===== config.mk =====
export PLATFORM = sky130hd
export DESIGN_NAME = uart_tx
export DESIGN_NICKNAME = d
export VERILOG_FILES = /design/src/rtl/uart_tx.sv
export SDC_FILE = /design/constraint.sdc
export NUM_CORES = 1
export LEC_CHECK = 0
export BUFFER_PORTS_ARGS = -buffer_cell sky130_fd_sc_hd__clkbuf_2
export CELL_PAD_IN_SITES_DETAIL_PLACEMENT = 1
export CELL_PAD_IN_SITES_GLOBAL_PLACEMENT = 2
export CORE_ASPECT_RATIO = 0.5
export CORE_UTILIZATION = 35
export CTS_BUF_LIST = sky130_fd_sc_hd__clkbuf_8
export DETAILED_ROUTE_END_ITERATION = 8
export PLACE_DENSITY = 0.91
export SLEW_MARGIN = 40
export SYNTH_ARGS = -nofsm -noshare
export SYNTH_HDL_FRONTEND = slang
export SYNTH_SLANG_ARGS = --single-unit

===== constraint.sdc =====
create_clock -name clk -period 2.9 [get_ports clk]
set_input_delay 0.29 -clock clk [delete_from_list [all_inputs] [get_ports clk]]
set_output_delay 0.29 -clock clk [all_outputs]
set_load 0.005 [all_outputs]

===== src/rtl/uart_tx.sv =====
// rtl/uart_tx.sv - UART transmitter: start, LSB-first data, optional parity, stop; ps clocks per bit.
module uart_tx #(
  parameter int DATA_WIDTH = 8,
  parameter int PRESCALE_W = 6
) (
  input  logic                  clk,
  input  logic                  rst,
  input  logic [DATA_WIDTH-1:0] P_DATA,
  input  logic                  DATA_VALID,
  input  logic                  PAR_EN,
  input  logic                  PAR_TYP,
  input  logic [PRESCALE_W-1:0] prescale,
  output logic                  TX_OUT,
  output logic                  busy,
  output logic                  data_ack
);

  localparam int IDX_W = (DATA_WIDTH > 1) ? $clog2(DATA_WIDTH) : 1;
  localparam logic [IDX_W-1:0] IDX_LAST = IDX_W'(DATA_WIDTH - 1);

  typedef enum logic [2:0] {IDLE, START, DATA, PARITY, STOP} state_t;

  state_t                state, state_n;
  logic [PRESCALE_W-1:0] cnt, cnt_n, ps_q, ps_n;
  logic [IDX_W-1:0]      idx, idx_n;
  logic [DATA_WIDTH-1:0] sh, sh_n;
  logic                  par_en_q, par_en_n, par_bit, par_bit_n;
  logic                  tx_n, busy_n, ack_n;
  logic                  bit_end, accept;

  always_comb begin
    bit_end   = (cnt == ps_q - PRESCALE_W'(1));
    accept    = DATA_VALID && ((state == IDLE) || ((state == STOP) && bit_end));
    state_n   = state;
    cnt_n     = bit_end ? '0 : cnt + PRESCALE_W'(1);
    idx_n     = idx;
    sh_n      = sh;
    ps_n      = ps_q;
    par_en_n  = par_en_q;
    par_bit_n = par_bit;
    tx_n      = TX_OUT;
    ack_n     = 1'b0;

    // sh[0] always holds the next data bit to put on the line
    case (state)
      IDLE: begin
        cnt_n = '0;
        tx_n  = 1'b1;
      end
      START: if (bit_end) begin
        state_n = DATA;
        idx_n   = '0;
        tx_n    = sh[0];
        sh_n    = sh >> 1;
      end
      DATA: if (bit_end) begin
        if (idx == IDX_LAST) begin
          state_n = par_en_q ? PARITY : STOP;
          tx_n    = par_en_q ? par_bit : 1'b1;
        end else begin
          idx_n = idx + IDX_W'(1);
          tx_n  = sh[0];
          sh_n  = sh >> 1;
        end
      end
      PARITY: if (bit_end) begin
        state_n = STOP;
        tx_n    = 1'b1;
      end
      STOP: if (bit_end) begin
        state_n = IDLE;
        tx_n    = 1'b1;
      end
      default: begin
        state_n = IDLE;
        tx_n    = 1'b1;
      end
    endcase

    // accept overrides the STOP exit so back-to-back frames have no idle gap
    if (accept) begin
      state_n   = START;
      cnt_n     = '0;
      idx_n     = '0;
      tx_n      = 1'b0;
      sh_n      = P_DATA;
      par_en_n  = PAR_EN;
      par_bit_n = PAR_TYP ? ~^P_DATA : ^P_DATA;
      ps_n      = (prescale == '0) ? PRESCALE_W'(1) : prescale;
      ack_n     = 1'b1;
    end

    busy_n = (state_n != IDLE);
  end

  always_ff @(posedge clk) begin
    if (rst) begin
      state    <= IDLE;
      cnt      <= '0;
      idx      <= '0;
      sh       <= '0;
      ps_q     <= PRESCALE_W'(1);
      par_en_q <= 1'b0;
      par_bit  <= 1'b0;
      TX_OUT   <= 1'b1;
      busy     <= 1'b0;
      data_ack <= 1'b0;
    end else begin
      state    <= state_n;
      cnt      <= cnt_n;
      idx      <= idx_n;
      sh       <= sh_n;
      ps_q     <= ps_n;
      par_en_q <= par_en_n;
      par_bit  <= par_bit_n;
      TX_OUT   <= tx_n;
      busy     <= busy_n;
      data_ack <= ack_n;
    end
  end

endmodule

# Word-level counts from Yosys, hierarchy flattened
# Cells that the tools add are included.
totals:
  register_bits: 31
  latchBits: 0
  ramBits: 0
  rom_bits: 0
  input_bits: 19
  out_inout_bits: 3
  elab_cells: 69
  mem_count: 0
op_classes:
  addsub: 3
  multipliers: 0
  div_mod_pow: 0
  n_lt_le_gt_ge: 0
  eq_ne: 13
  n_shift: 0
  muxes: 27
  n_bitwise: 0
  reduce_logical: 16
op_table:
  columns: ["op", "n"]
  rows:
  - ["2-to-1 mux 8 bit", 4]
  - ["2-to-1 mux 3 bit", 10]
  - ["one-hot mux 8 bit (2 select lines)", 1]
  - ["one-hot mux 3 bit (5 select lines)", 1]
  - ["inequality test 3 bit, second input constant", 3]
  - ["2-to-1 mux 1 bit", 8]
  - ["AND reduction 4 bit", 2]
  - ["XNOR reduction 8 bit", 1]
  - ["XOR reduction 8 bit", 1]
  - ["adder 6 x 1 -> 6 bit, second input constant", 1]
  - ["== test 3 x 2 -> 1 bit, second input constant", 2]
  - ["== test 3 bit, second input constant", 2]
  - ["== test 6 bit", 1]
  - ["logical NOT 6 bit", 1]
  - ["2-to-1 mux 6 bit", 1]
  - ["inequality test 2 bit, second input constant", 3]
  - ["one-hot mux 3 bit (2 select lines)", 1]
  - ["nonzero test 3 bit", 2]
  - ["subtractor 6 x 1 -> 6 bit, second input constant", 1]
  - ["OR reduction 2 bit", 2]
  - ["OR reduction 4 bit", 1]
  - ["adder 3 x 1 -> 3 bit, second input constant", 1]
  - ["== test 3 x 1 -> 1 bit, second input constant", 1]
  - ["logical NOT 3 bit", 1]
  - ["other kinds (6)", 7]

# Depth between registers and ports, before layout
logic_depth:
  depth_word: 7
  depth_mapped: 11
  mapped_depth_nobuf: 8

# Worst setup path after synthesis
# No wires, ideal clock.
synth_path:
  kind: "register to register"
  start: "register idx[0]"
  end: "register idx[0]"
  setup_ps: 80
  arrival_time_ps: 2322
  required_time_ps: 2820
  slack_ps: 498
  path_stages_with_launch: 9
  n_path_buf: 0
  synth_period_minus_slack_ps: 2402
  path_cell_list: "dfxtp_1 ha_1 ha_1 or3b_1 a21oi_2 nor4b_4 nand2_2 or4_1 a211oi_2"
synth_between:
  elab_chain_len: 4
  word_cells_on_any_way: 7
  cone_classes: "1 x add/sub; 2 x eq/ne; 3 x mux; 1 x reduce/logical"
synth_rtl:
  columns: ["item", "line", "text"]
  rows:
  - ["start, declared", "25", "logic [IDX_W-1:0] idx, idx_n;"]
  - ["start signal, assigned", "111", "idx <= idx_n;"]
  - ["adder 3 x 1 -> 3 bit", "61", "idx_n = idx + IDX_W'(1);"]
  - ["2-to-1 mux 3 bit", "57", "if (idx == IDX_LAST) begin"]
  - ["2-to-1 mux 3 bit", "56", "DATA: if (bit_end) begin"]
  - ["one-hot mux 3 bit (2 select lines)", "45", "case (state)"]
# Several ways; a longest one is shown, not always the timed one. The select of a mux whose other input is x is not followed.
# A chain may end at the register's enable or synchronous reset.

# Final worst setup path
# Ends and elaborated chain as after synthesis.

==> out/qor.txt <==
WP data arrival: 2860 ps
First-pass GRT wire length: 6582 µm
Dpl cell area: 1769 µm²
Drt drc: 0
Post-CTS Hold Buffers: 0
Post-synthesis xor/xnor area fraction: 10.27%
Ports: 22
Final Cell Area: 1871 µm²
Sequential-to-total area share from yosys stat: 38.30%
Worst hold endpoint: ps_q[3]
Max clock buf depth: 2
Count of final hold-check violations: 0
Antenna Cells: 0
Post_cts resized: 0
R2r worst-path depth: 8
Fin crit period: 2667 ps
Setup violations, final: 0
PD cells: 993.6 nW/µm²
FFs w/ async S/R, synth: 0%
Post-synth EDFFs: 0
Skew final: 3.112 ps
Share of post-route cells with drive strength above 1: 17.97%
Startpoint Class: register
R2R Path Start: idx[0]
Top area cells in the synthesized netlist: dfxtp_1, xnor2_1, a21oi_1, nand2_1, nor2_1
Most frequent cell on the critical path: ha_1
Per-cell routed wire length: 14.23 µm
Total routed wirelength: 3898 µm
Area delta synth->final: 15.44%
Vias: 1442
Initial Utilization: 36.62%
Critical path class: register to register
Fmax: 374.9 MHz
Combinational family with the most area after synthesis: simple AND/OR/NAND/NOR gates
Pre-CTS setup slack: 285.8 ps
Slowest stage delay, CP: 420 ps
Max Cap Viol: 0
Hold_sp: prescale[3]
Final WS setup: 232.7 ps
CTS clk-pin slew, worst paths: 60 ps
Period utilization: 91.98%
Post-CTS setup buffers: 0
Critical Path RT: 3100 ps
Antenna-violating nets left: 0
Net count after synthesis: 220
Worst slew margin: 51.32%
Yosys reg bits: 31
Post-synthesis mux area share: 1.236%
Layout Cells excl Fill: 274
Final core utilization: 42.28%
Initial DRT Pass Iterations: 3
Slew Viols, Final: 0
Filler Cell Count: 548
Pleak: 0.7420 nW
Status: complete, no violations
Vias in the first global route: 1413
TritonCTS Buffers: 5
Global route overflow: 0
Maximum VDD drop: 314.0 µV
CTS tree: done
Cell Rows: 17
Final nets: 239
RSZ-0062 raised after global routing: false
DP HPWL: 2930 µm
Slowest CP cell: or4_1
CTS sink cnt: 31
Hold depth: 3
Cell area after synthesis: 1620 µm²
Die area: 4922 µm²
Tot GR Track Use: 17.30%
Die Ht: 50.11 µm
CP cell instances: ha_1, ha_1, or3b_1, a21oi_2, nor4b_4, nand2_2, or4_1, a211oi_2
Clk Latency, worst-skew pair: 280 ps
Top_reg_cell synth: dfxtp_1
Synth Instances: 197
Yosys cell types: 39
Top cells by count, synth: dfxtp_1, nand2_1, nor2_1
Placeable core area: 4424 µm²
Synth Area in Compound Gates: 18.22%
Drt via density: 5.263
Port bufs: 21
Post-Synth Adder-Cell Area: 3.089%
Yosys top cell area share: 38.30%
Syn avg cell area: 8.225 µm²
RePlAce Congestion: 0.8564
Nature of the critical path endpoint: register
Die width: 98.23 µm
Initial antenna violation count: 0
CTS root buf: clkbuf_8
Critical Path Fanout Max: 6
Placed Cells: 266
Fin Setup TNS: 0 ps
Area leader, netlist: dfxtp_1
R2R Path End: idx[0]
Top-count cell post-synth: dfxtp_1
Worst-Margin Slew: 730.2 ps
First DRT Iteration DRCs: 53
Pin count of the biggest net entering global routing: 28
H-tree depth: 2
Synth Area in Simple Gates: 24.40%
Reg2Reg Setup Slack: 230 ps
Yosys warnings: 0
Hold WC Path Type: input port to register
-- sequential cells by signal, summed over array words and instances, names as in the netlist --
register	count
sh	8
cnt	6
ps_q	6
idx	3
state	3
TX_OUT	1
busy	1
data_ack	1
par_bit	1
par_en_q	1
-- worst max-delay path, delay by kind of cell, from the launching register on --
kind | cells | cell delay [ps]
flops | 1 | 320
compound gates | 2 | 550
simple gates | 4 | 1310
fa+ha+maj | 2 | 410
-- cells by family after synthesis --
logic type | after synthesis
XOR/XNOR | 19
buffers and inverters | 17
flip-flops | 31
AO/OA/AOI/OAI | 44
adder cells (fa/ha/maj) | 4
multiplexers | 2
AND/OR/NAND/NOR | 80
-- routing by layer --
layer | track usage (%) | share of wire, % | routed length [µm] | up-vias
met5 | 0 | 0 | 0 | -
met4 | 5.224 | 0.38 | 15 | 0
met3 | 5.106 | 2.2 | 86 | 2
met2 | 28.17 | 48 | 1873 | 6
met1 | 22.25 | 49 | 1922 | 703
li1 | - | - | - | 731
-- area by class of cell --
| class | instances | area, µm² | area share (%) |
|---|---|---|---|
| inverter | 4 | 15.01 | 0.8027 |
| timing repair buffer | 25 | 135.1 | 7.224 |
| tap | 57 | 71.32 | 3.813 |
| clock buffer | 7 | 96.34 | 5.151 |
| multi-input combinational | 149 | 928.4 | 49.63 |
| sequential | 31 | 620.6 | 33.18 |
| clock inverter | 1 | 3.754 | 0.2007 |
-- per-stage QoR --
step,power [mW],hold slack [ps]
floorplan,1.271,426.0
global placement,1.465,446.5
finish,1.859,249.4
detailed placement,1.490,461.1
CTS,1.866,245.1
global route,2.007,258.5
-- worst max-delay path by stage --
stage	startpoint	end	slack, ps	cells past startpoint
6_report	idx[0]	idx[0]	230	8
5_1_grt	ps_q[0]	sh[0]	60	9
4_1_cts	idx[0]	idx[0]	240	8
3_5_place_dp	ps_q[0]	par_en_q	290	9
3_3_place_gp	ps_q[0]	ps_q[5]	340	9
2_1_floorplan	idx[0]	idx[0]	500	8
-- cells in the final DEF, fill, tap and decap left out, drive strengths merged, types with 2 or more instances in the layout --
master,n
o32a,2
and2,2
nand4,2
a211o,3
xor2,7
buf,4
nand2b,2
nor4,2
nor3,5
o21ai,3
o21a,2
a21oi,20
mux2i,2
inv,5
xnor2,12
clkbuf,28
nand3,13
nand2,24
nor2,20
a211oi,3
ha,4
dfxtp,31
or3b,2
or2,2
a32oi,5
a31oi,2
-- where the power goes --
| group | total, mW | switching (mW) | internal, mW |
|---|---|---|---|
| sequential | 0.626 | 0.0932 | 0.533 |
| combinational | 0.866 | 0.527 | 0.339 |
| clock | 0.366 | 0.154 | 0.213 |
| total | 1.86 | 0.774 | 1.08 |
Power figures use the tool's default switching activity.
